### config.mk
export PLATFORM = sky130hd
export DESIGN_NAME = tqvp_stevej_pat_scheduler
export DESIGN_NICKNAME = d
export VERILOG_FILES = /design/src/rtl/tqvp_stevej_pat_scheduler.sv
export SDC_FILE = /design/constraint.sdc
export NUM_CORES = 1
export LEC_CHECK = 0
export ABC_AREA = 0
export CORE_MARGIN = 8
export CORE_UTILIZATION = 40
export DETAILED_ROUTE_END_ITERATION = 8
export GPL_TIMING_DRIVEN = 1
export PLACE_DENSITY = 0.71
export SLEW_MARGIN = 5
export SYNTH_ARGS = -nofsm -noshare
export SYNTH_HDL_FRONTEND = slang
export SYNTH_SLANG_ARGS = --single-unit
### constraint.sdc
create_clock -name clk -period 3 [get_ports clk]
set_input_delay 0.45 -clock clk [delete_from_list [all_inputs] [get_ports clk]]
set_output_delay 0.45 -clock clk [all_outputs]
set_load 0.005 [all_outputs]
### src/rtl/tqvp_stevej_pat_scheduler.sv
// rtl/tqvp_stevej_pat_scheduler.sv - watchdog PAT sequencer gated on per-task heartbeats
// Optional early-warning output enabled by defining PAT_SCHED_EARLY_WARN_EN.
module tqvp_stevej_pat_scheduler #(
   parameter int         NUM_TASKS = 4,
   parameter int         CNT_W     = 32,
   parameter logic [5:0] PAT_ADDR  = 6'h3
) (
   input  logic                 clk,
   input  logic                 rst,
   input  logic                 enable,
   input  logic [NUM_TASKS-1:0] task_mask,
   input  logic [NUM_TASKS-1:0] task_beat,
   input  logic [CNT_W-1:0]     min_interval,
   input  logic [CNT_W-1:0]     max_interval,
   input  logic [CNT_W-1:0]     warn_margin,
   input  logic                 clear_missed,
   output logic                 pat_req,
   output logic [5:0]           pat_addr,
   input  logic                 pat_ack,
   output logic                 missed,
   output logic [NUM_TASKS-1:0] missed_tasks,
   output logic                 early_warn,
   output logic [7:0]           pat_count,
   output logic [2:0]           state
);

   typedef enum logic [2:0] {
      S_IDLE      = 3'd0,
      S_COLLECT   = 3'd1,
      S_WAIT_OPEN = 3'd2,
      S_PAT       = 3'd3,
      S_FAULT     = 3'd4
   } state_t;

   state_t               cur;
   logic [CNT_W-1:0]     counter;
   logic [CNT_W-1:0]     counter_inc;
   logic [NUM_TASKS-1:0] seen;
   logic [NUM_TASKS-1:0] next_seen;
   logic [NUM_TASKS-1:0] beat_m;
   logic                 all_in;
   logic                 open_ok;
   logic                 deadline;
   logic                 warn_hit;

   assign beat_m      = task_beat & task_mask;
   assign all_in      = ((seen | task_beat) & task_mask) == task_mask;
   assign open_ok     = counter >= min_interval;
   assign deadline    = counter >= max_interval;
   assign counter_inc = (&counter) ? counter : counter + 1'b1;

`ifdef PAT_SCHED_EARLY_WARN_EN
   // One extra bit keeps counter + margin from wrapping past the deadline.
   logic [CNT_W:0] warn_sum;
   assign warn_sum = {1'b0, counter} + {1'b0, warn_margin};
   assign warn_hit = warn_sum >= {1'b0, max_interval};
`else
   logic unused_warn_margin;
   assign unused_warn_margin = ^warn_margin;
   assign warn_hit = 1'b0;
`endif

   assign pat_req  = (cur == S_PAT);
   assign pat_addr = pat_req ? PAT_ADDR : 6'd0;
   assign state    = cur;

   always_ff @(posedge clk or posedge rst) begin
      if (rst) begin
         cur          <= S_IDLE;
         counter      <= '0;
         seen         <= '0;
         next_seen    <= '0;
         missed       <= 1'b0;
         missed_tasks <= '0;
         early_warn   <= 1'b0;
         pat_count    <= 8'd0;
      end else if (!enable) begin
         cur          <= S_IDLE;
         counter      <= '0;
         seen         <= '0;
         next_seen    <= '0;
         missed       <= 1'b0;
         missed_tasks <= '0;
         early_warn   <= 1'b0;
      end else begin
         early_warn <= 1'b0;
         case (cur)
            S_IDLE: begin
               cur     <= S_COLLECT;
               counter <= '0;
            end
            S_COLLECT: begin
               seen <= seen | beat_m;
               // A round completing on the deadline cycle still counts as on time.
               if (all_in && open_ok) begin
                  cur <= S_PAT;
               end else if (all_in) begin
                  cur     <= S_WAIT_OPEN;
                  counter <= counter_inc;
               end else if (deadline) begin
                  cur          <= S_FAULT;
                  missed       <= 1'b1;
                  missed_tasks <= task_mask & ~(seen | task_beat);
               end else begin
                  counter    <= counter_inc;
                  early_warn <= warn_hit;
               end
            end
            S_WAIT_OPEN: begin
               counter <= counter_inc;
               if (open_ok) cur <= S_PAT;
            end
            S_PAT: begin
               next_seen <= next_seen | beat_m;
               if (pat_ack) begin
                  cur       <= S_COLLECT;
                  counter   <= '0;
                  seen      <= next_seen | beat_m;
                  next_seen <= '0;
                  pat_count <= pat_count + 8'd1;
               end
            end
            S_FAULT: begin
               if (clear_missed) begin
                  cur          <= S_COLLECT;
                  counter      <= '0;
                  seen         <= '0;
                  next_seen    <= '0;
                  missed       <= 1'b0;
                  missed_tasks <= '0;
               end
            end
            default: cur <= S_IDLE;
         endcase
      end
   end

endmodule

After elaboration in Yosys (flattened, before gate mapping)
Cells that the tools add are included.
{"block": "totals", "regBits": 56}
{"block": "op_classes", "addsub": 2, "magnitude_cmp": 2, "eq_ne": 17, "n_mux": 35, "n_bitwise": 7, "n_reduce_logical": 9}
{"op": "$mux 32", "n": 7}
{"op": "$pmux 32 s5", "n": 1}
{"op": "$ge 32x32->1", "n": 2}
{"op": "$mux 4", "n": 9}
{"op": "$add 32x1->32 const B", "n": 1}
{"op": "$reduce_and 32->1", "n": 1}
{"op": "$mux 3", "n": 7}
{"op": "$pmux 4 s2", "n": 2}
{"op": "$ne 3x3->1 const B", "n": 5}
{"op": "$pmux 3 s5", "n": 1}
{"op": "$and 4x4->4", "n": 3}
{"op": "$or 4x4->4", "n": 3}
{"op": "$pmux 4 s3", "n": 1}
{"op": "$reduce_and 5->1", "n": 2}
{"op": "$add 8x1->8 const B", "n": 1}
{"op": "$eq 3x2->1 const B", "n": 2}
{"op": "$ne 3x1->1 const B", "n": 2}
{"op": "$ne 6x1->1 const B", "n": 1}
{"op": "$reduce_and 3->1", "n": 2}
{"op": "$mux 1", "n": 5}
{"op": "$ne 5x5->1 const B", "n": 1}
{"op": "$eq 4x4->1", "n": 1}
{"op": "$ne 4x1->1 const B", "n": 1}
{"op": "$ne 4x4->1 const B", "n": 1}
{"op": "other kinds (10)", "n": 10}

Depth between registers and ports, before layout
Gate-level depths: netlist of the first run.
{"block": "logic_depth", "word_depth": 8, "depth_mapped": 12}

Least setup slack after synthesis of the first run
Ideal clock, no wire load.
{"block": "synth_timing", "path_kind": "input -> register", "start": "input max_interval[14]", "end": "register counter[19]", "arrival_time_ns": 2.679, "path_slack_ns": 0.217, "path_stages": 12, "n_path_buf": 2, "cell_sequence": "inv_1 > ha_1 > nand4_1 > or4_1 > a221oi_1 > o41a_1 > o21ai_1 > a21oi_2 > or3_1 > buf_4 > buf_8 > o41ai_2"}
{"block": "synth_via", "elab_chain_cells": 3}
{"element": "start: declaration", "line_no": "14", "source": "input logic [CNT_W-1:0] max_interval,"}
{"element": "$ge 32x32->1", "line_no": "49", "source": "assign deadline = counter >= max_interval;"}
{"element": "$ne 4x4->1 (no line)"}
{"element": "$reduce_and 5->1 (no line)"}
{"element": "end signal: assignment", "line_no": "99", "source": "counter <= counter_inc;"}
{"element": "end signal: assignment", "line_no": "105", "source": "counter <= counter_inc;"}
{"element": "end signal: assignment", "line_no": "110", "source": "counter <= counter_inc;"}
{"element": "end: declaration", "line_no": "36", "source": "logic [CNT_W-1:0] counter;"}
Every way passes these cells.
A chain may end at the register's enable or synchronous reset.

Final worst setup path of the first run
{"block": "layout_timing", "start": "register counter[14]", "end": "register counter[25]"}
{"block": "layout_via", "elab_chain_cells": 7, "word_cells_on_any_way": 14, "cone_classes": "add/sub (1); order compare (2); eq/ne (2); mux (6); reduce/logical (3)"}
{"element": "$add 32x1->32 / $reduce_and 32->1 (equally long branches)", "line_no": "50", "source": "assign counter_inc = (&counter) ? counter : counter + 1'b1;"}
{"element": "$mux 32", "line_no": "50"}
{"element": "$mux 32", "line_no": "100", "source": "end else if (deadline) begin"}
{"element": "$mux 32", "line_no": "97", "source": "end else if (all_in) begin"}
{"element": "$mux 32", "line_no": "95", "source": "if (all_in && open_ok) begin"}
{"element": "$pmux 32 s5", "line_no": "87", "source": "case (cur)"}
{"element": "$mux 32", "line_no": "77", "source": "end else if (!enable) begin"}
Several ways; a longest one is shown, not always the timed one. The select of a mux whose other input is x is not followed.

==> implementation parameters, run 1 <==
Parameter                              Value

Finish
  NumNets Final    887
  FILL cells    1003
  Most frequent cells in the layout    sky130_fd_sc_hd__clkdlybuf4s50_1, sky130_fd_sc_hd__inv_1, sky130_fd_sc_hd__buf_4, sky130_fd_sc_hd__dfrtp_1, sky130_fd_sc_hd__nor2_1
  Area grow syn2layout    47.5%
  Final design instance area without fill    0.00719 mm²
  Layout cells sized above 1    0.251
  Most common cell after layout, fill and taps aside    sky130_fd_sc_hd__clkdlybuf4s50_1
  Number of diodes added for antenna fixing    0
  Non-filler instance count after layout    859

Yosys
  Mapped cell area    0.00487 mm²
  Count of distinct cell types in the synthesized netlist    65
  Post-synth top area cell    sky130_fd_sc_hd__dfrtp_1
  Share of flip-flops with an asynchronous set or reset after synthesis    1.00
  Count of flip-flops with a built-in enable after synthesis    0
  Post-synthesis cell count    570
  Number of synthesized register bits    56
  Count of yosys warnings during synthesis    0
  Fraction of post-synthesis cell area in the top cell type by area    0.287
  Average instance area after synthesis    8.55 µm²
  Top FF cell, synth    sky130_fd_sc_hd__dfrtp_1
  Synth top area cells    sky130_fd_sc_hd__dfrtp_1, sky130_fd_sc_hd__ha_1, sky130_fd_sc_hd__inv_1
  Sequential share of the synthesized area    0.287

Worst setup path
  Required time at the endpoint of the critical path    3.16 ns
  Reg2reg end    counter[25]
  Maximum fanout count along the critical path    8
  Largest incremental delay on the critical path    0.55 ns
  Slack of the worst reg-to-reg path    -0.006 ns
  Critical path type    reg2reg
  Length in cells of the worst reg-to-reg path    11
  Setup crit start kind    flop
  Data arrival time at the worst-slack endpoint    3.17 ns
  Last element of the critical path    counter[25]
  Critical Path, Cell by Cell    ha_4, nand4_1, or4_4, a221oi_4, o41a_1, o21ai_2, a21oi_2, or3_4, buf_12, buf_16, o31ai_4
  Critical Path Start    counter[14]
  Reg-to-reg critical path startpoint    counter[14]
  Kind of end point of the critical path    flop
  CP max-delay cell    sky130_fd_sc_hd__or4_4

Detailed routing
  Wirelength per Cell    16.8 µm
  Remaining antenna violation count after routing    0
  Via density per instance    5.56
  Drt initial violations    221
  Via total after detailed routing    4772
  Number of iterations in the first detailed-routing pass    4
  Residual DRC count    0
  Wire length reported by the detailed router    14400 µm

STA
  Maximum clock skew at final layout    0.00575 ns
  Final setup violation count    3
  Highest achievable clock rate    333 MHz
  PnR worst setup slack    -0.00623 ns
  Tightest Pin Transition    0.877 ns
  Share of the clock period used by the worst path    1.00
  RSZ-0062 raised after global routing    true
  Final count of hold timing violations    0
  Max_slew headroom    0.408
  Worst-case hold slack    0.473 ns
  Fin crit period    3.01 ns
  Number of max-slew violations in the final report    0
  Total Negative Setup Slacks    -0.0100 ns

Worst hold path
  Path category of the worst min-delay check    reg2reg

Clocking
  Clock tree root buffer cell    sky130_fd_sc_hd__clkbuf_16
  Insertion delay of the later-clocked pin in the worst-skew pair    0.29 ns
  TritonCTS clock tree    done
  Number of H-tree branching levels    2
  Buffer depth of the longest clock path    2
  Num CTS Buffers    5
  Clk sinks    56
  Hold buffer count at CTS    0
  Clock Pin Slew Worst Setup and Hold Paths    0.07 ns

GRT
  Via count of the first global-routing pass    4796
  Antenna violations before repair    0
  Largest net degree at the start of global routing    41
  Wire length of the first global-routing pass    22300 µm
  Total congestion overflow    0
  Total routing usage reported by global routing    0.166

Place
  Post-Place Cells    840
  Dpl ws    -0.643 ns
  Placer Congestion    0.873
  Post-detailed-placement half-perimeter wirelength    10500 µm
  Post-place instance area    0.00625 mm²
  Count of input and output buffers    95

Power
  Share of total power in combinational logic    0.363
  Leakage    3.51 nW
  Sequential Power Share    0.379
  Worst vdd rail ir drop    0.000251 V
  NetSw    0.000722 W
  Share of power burned in the clock network    0.258
  Fraction of power spent switching nets    0.325
  P_int    0.00150 W
  Power per Cell Area    309 mW/mm²

Floorplan
  Row count    40
  Core ar.    0.0120 mm²
  Number of I/O pins    133
  Starting density of the core    0.408
  Vertical die dimension    126 µm
  Width of the die    126 µm
  Floorplan die area    0.0160 mm²

Run
  Max_cap viols    0

Outcome
  Violations in the final reports    negative setup slack
  Status    complete, but fails checks
[synthesized netlist by cell type (6+ instances only)]
cell and instances:
sky130_fd_sc_hd__nor3_1 6, sky130_fd_sc_hd__clkbuf_1 12, sky130_fd_sc_hd__ha_1 66, sky130_fd_sc_hd__nand3_1 21, sky130_fd_sc_hd__nand2b_1 13, sky130_fd_sc_hd__buf_4 9, sky130_fd_sc_hd__o21ai_1 7, sky130_fd_sc_hd__nand4_1 17
sky130_fd_sc_hd__nand2_1 37, sky130_fd_sc_hd__and2_1 11, sky130_fd_sc_hd__inv_1 73, sky130_fd_sc_hd__o31ai_2 10, sky130_fd_sc_hd__o21ai_0 20, sky130_fd_sc_hd__o31ai_1 36, sky130_fd_sc_hd__a31oi_1 11, sky130_fd_sc_hd__o41ai_2 7
sky130_fd_sc_hd__dfrtp_1 56, sky130_fd_sc_hd__a21oi_1 40, sky130_fd_sc_hd__nor2_1 39
[cell type report]
cell class                      instances  area [µm²]  share of cell area
Tap cell                              147         184              0.0256
Clock inverter                          2        12.5             0.00174
Sequential cell                        56        1400               0.195
Clock buffer                            5         125              0.0174
Inverter                               73         274              0.0381
Multi-Input combinational cell        417        3660               0.509
Timing Repair Buffer                  159        1540               0.214
[flip-flops by register name, indices dropped and copies added, names as in the netlist]
| register | cells |
|---|---|
| pat_count | 8 |
| next_seen | 4 |
| counter | 32 |
| seen | 4 |
| missed | 1 |
| state | 3 |
| missed_tasks | 4 |
[kinds of logic after synthesis]
logic type / share of synthesized area
AO/OA/AOI/OAI: 0.245
buffers and inverters: 0.0919
other: 0.000769
XOR/XNOR: 0.0144
AND/OR/NAND/NOR: 0.189
multiplexers: 0.00231
flip-flops: 0.287
adder cells (fa/ha/maj): 0.169
[power by group through the flow]
| stage | sequential (W) | combinational, W | clock, W |
|---|---|---|---|
| 6_report | 0.000843 | 0.000807 | 0.000572 |
| 5_1_grt | 0.000849 | 0.000882 | 0.000605 |
| 4_1_cts | 0.000840 | 0.000776 | 0.000581 |
| 3_5_place_dp | 0.000853 | 0.000638 | 0 |
| 3_3_place_gp | 0.000850 | 0.000615 | 0 |
| 2_1_floorplan | 0.000836 | 0.000396 | 0 |
[per-layer routing]
| metal | wire, µm | part of all wire | track usage |
|---|---|---|---|
| met5 | 0 | 0 | 0 |
| met4 | 236 | 0.016 | 0.0580 |
| met3 | 658 | 0.046 | 0.0256 |
| met2 | 7600 | 0.53 | 0.296 |
| met1 | 5930 | 0.41 | 0.196 |
[metrics by stage]
stage	total power (W)	util
2_1_floorplan	0.00123	-
3_3_place_gp	0.00147	0.523
3_5_place_dp	0.00149	0.523
4_1_cts	0.00220	0.564
5_1_grt	0.00234	0.601
6_report	0.00222	0.601
[critical path, delay by kind of cell (launching register included)]
kind            cells  cell delay (ns)
compound gates      5             0.93
fa+ha+maj           1             0.28
flops               1             0.42
buf+inv             2             0.27
simple gates        3             0.99
[how the worst min path moves through the flow]
stage | from | end | slack [ns] | cells after the start
after floorplan | next_seen[0] | next_seen[0] | 0.46 | 2
after CTS | pat_count[7] | pat_count[7] | 0.48 | 1
after global placement | pat_count[7] | pat_count[7] | 0.46 | 1
after global routing | pat_count[7] | pat_count[7] | 0.50 | 1
after detailed placement | pat_count[7] | pat_count[7] | 0.47 | 1
final | pat_count[7] | pat_count[7] | 0.47 | 1
[timing repair]
action	4_1_cts	5_1_grt
resized for setup	54	83
setup buffers	6	7
cloned	2	0
endpoints found under the setup margin	38	36
pin swaps	31	50
Power figures use the tool's default switching activity.
==> run 2, diff against run 1 <==
- CELL_PAD_IN_SITES_DETAIL_PLACEMENT: not set -> 1
- CELL_PAD_IN_SITES_GLOBAL_PLACEMENT: not set -> 1
- CORE_UTILIZATION: 40 -> 36
- PLACE_DENSITY: 0.71 -> 0.84
==> run 2 against run 1 <==
  * The flow still finishes with violations (negative setup slack)
  * Clock-buffer cell count is 1 higher
  * Global-route usage is 3.5 points higher
  * Sequential share of layout area shrank 0.91 points
  * Core utilization shrank 3.2 points
  * Critical path type is now in2reg
  * Combinational power is 8.1% higher
  * Sequential power grew 0.5%
  * Maximum frequency fell by 3.1%
  * Largest cell class unchanged
  * Total power is 8.4% higher
==> implementation parameters, run 2 (synthesis results as in run 1) <==
Parameter                              Value

STA
  Number of max-slew violations in the final report    0
  Final setup violation count    24
  Total Negative Setup Slacks    -0.792 ns
  Highest achievable clock rate    322 MHz
  Share of the clock period used by the worst path    1.03
  Tightest Pin Transition    0.852 ns
  Maximum clock skew at final layout    0.00578 ns
  Final count of hold timing violations    0
  Max_slew headroom    0.424
  RSZ-0062 raised after global routing    true
  PnR worst setup slack    -0.102 ns
  Fin crit period    3.10 ns

GRT
  Antenna violations before repair    0
  Wire length of the first global-routing pass    28900 µm
  Via count of the first global-routing pass    5595
  Total congestion overflow    0
  Largest net degree at the start of global routing    37
  Total routing usage reported by global routing    0.201

Finish
  FILL cells    1482
  Most frequent cells in the layout    sky130_fd_sc_hd__clkdlybuf4s50_1, sky130_fd_sc_hd__buf_4, sky130_fd_sc_hd__inv_1, sky130_fd_sc_hd__dfrtp_1, sky130_fd_sc_hd__nor2_1
  Register bank with the most flops    counter
  Core utilization of the finished layout    0.570
  Area grow syn2layout    54.7%
  Layout cells sized above 1    0.289
  NumNets Final    900
  Registers with the most flip-flops    counter (32), pat_count (8)
  Number of flip-flops in the largest register    32
  Number of diodes added for antenna fixing    0
  Most common cell after layout, fill and taps aside    sky130_fd_sc_hd__clkdlybuf4s50_1

Floorplan
  Floorplan die area    0.0175 mm²
  Width of the die    132 µm
  Vertical die dimension    132 µm
  Starting density of the core    0.368
  Number of I/O pins    133
  Core ar.    0.0132 mm²
  Row count    42

Worst setup path
  Required time at the endpoint of the critical path    3.19 ns
  Data arrival time at the worst-slack endpoint    3.30 ns
  Maximum fanout count along the critical path    8
  Kind of end point of the critical path    flop
  Critical path type    in2reg
  Setup crit start kind    input pin

Clocking
  Clock tree root buffer cell    sky130_fd_sc_hd__clkbuf_16
  Buffer depth of the longest clock path    2
  Insertion delay of the later-clocked pin in the worst-skew pair    0.30 ns
  Clk sinks    56
  Hold buffer count at CTS    0
  Num CTS Buffers    5
  TritonCTS clock tree    done
  Number of H-tree branching levels    2
  Clock Pin Slew Worst Setup and Hold Paths    0.08 ns

Power
  Share of total power in combinational logic    0.362
  Leakage    3.64 nW
  Share of power burned in the clock network    0.287
  P_int    0.00160 W
  Sequential Power Share    0.351
  Worst vdd rail ir drop    0.000238 V
  Fraction of power spent switching nets    0.338
  Power per Cell Area    320 mW/mm²
  NetSw    0.000814 W

Detailed routing
  Number of iterations in the first detailed-routing pass    5
  Via total after detailed routing    5313
  Via density per instance    5.89
  Wirelength per Cell    23.2 µm
  Remaining antenna violation count after routing    0
  Drt initial violations    310
  Residual DRC count    0
  Wire length reported by the detailed router    20900 µm

Place
  Placer Congestion    0.816
  Count of input and output buffers    95
  Post-detailed-placement half-perimeter wirelength    12500 µm

Outcome
  Violations in the final reports    negative setup slack
  Status    complete, but fails checks

Worst hold path
  Path category of the worst min-delay check    reg2reg

Run
  Max_cap viols    0
run 2: cell types whose count changed in the layout (fill, tap and decap cells not counted), sizes merged:
cell,delta
dlymetal6s2s,-4
bufbuf,+1
bufinv,+1
clkinvlp,-1
clkinv,-1
buf,+11
clkdlybuf4s50,+3
inv,+1
clkbuf,+2
dlygate4sd2,+1
run 2: what timing repair did:
item / CTS / global route
setup endpoints to repair: 38 / 37
cloned: 4 / 1
pin swaps: 13 / 47
hold endpoints to repair: 0 / 0
gates resized for setup: 50 / 102
buffers inserted: 6 / 12
run 2: routing by layer:
metal,GRT usage,wire length (µm),share of wire
met3,0.0301,887,0.042
met5,0,0,0
met2,0.384,11400,0.55
met1,0.214,7730,0.37
met4,0.0814,840,0.040
run 2: final timing paths:
check	start	end	slack (ns)	cells after the start
max reg2reg	counter[13]	counter[11]	-0.04	10
max	min_interval[15]	counter[11]	-0.10	12
min in group asynchronous	rst	missed	0.62	2
max in group asynchronous	rst	counter[30]	1.68	3
min	pat_count[7]	pat_count[7]	0.48	1
min reg2reg	pat_count[7]	pat_count[7]	0.48	1
run 2: cell type report:
cell class	instances	area (µm²)	area share
timing repair buffer	172	1720	0.227
sequential	56	1400	0.186
clock inverter	2	38.8	0.00514
clock buffer	6	129	0.0171
multi-input combinational	417	3760	0.499
tap	176	220	0.0292
inverter	73	274	0.0363
run 2: per-stage QoR:
step | hold WS (ns) | setup WS [ns] | cells | cell area (µm²) | total power, W
after global routing | 0.496 | -0.158 | 902 | 7540 | 0.00250
after CTS | 0.489 | 0.00741 | 889 | 6830 | 0.00228
after detailed placement | 0.472 | -0.683 | 871 | 6300 | 0.00152
after global placement | 0.460 | -0.557 | 871 | 6300 | 0.00147
final | 0.484 | -0.102 | 902 | 7540 | 0.00241
after floorplan | 0.457 | 0.217 | 574 | 4890 | 0.00123
run 2: critical path, stage by stage:
cell and delay [ns]:
sky130_fd_sc_hd__clkdlybuf4s50_1 0.48, sky130_fd_sc_hd__inv_1 0.05, sky130_fd_sc_hd__ha_1 0.33, sky130_fd_sc_hd__nand4_1 0.16, sky130_fd_sc_hd__nor3_1 0.10, sky130_fd_sc_hd__o21ai_1 0.13, sky130_fd_sc_hd__nand4_1 0.21, sky130_fd_sc_hd__a31oi_2 0.27
sky130_fd_sc_hd__a21oi_2 0.10, sky130_fd_sc_hd__or3_4 0.48, sky130_fd_sc_hd__buf_12 0.18, sky130_fd_sc_hd__o41ai_4 0.35
run 2: power groups by stage:
stage	registers (W)	clock network, W	logic, W
floorplan	0.000836	0	0.000396
global placement	0.000850	0	0.000616
detailed placement	0.000857	0	0.000664
CTS	0.000842	0.000696	0.000741
global route	0.000853	0.000721	0.000925
finish	0.000847	0.000691	0.000872
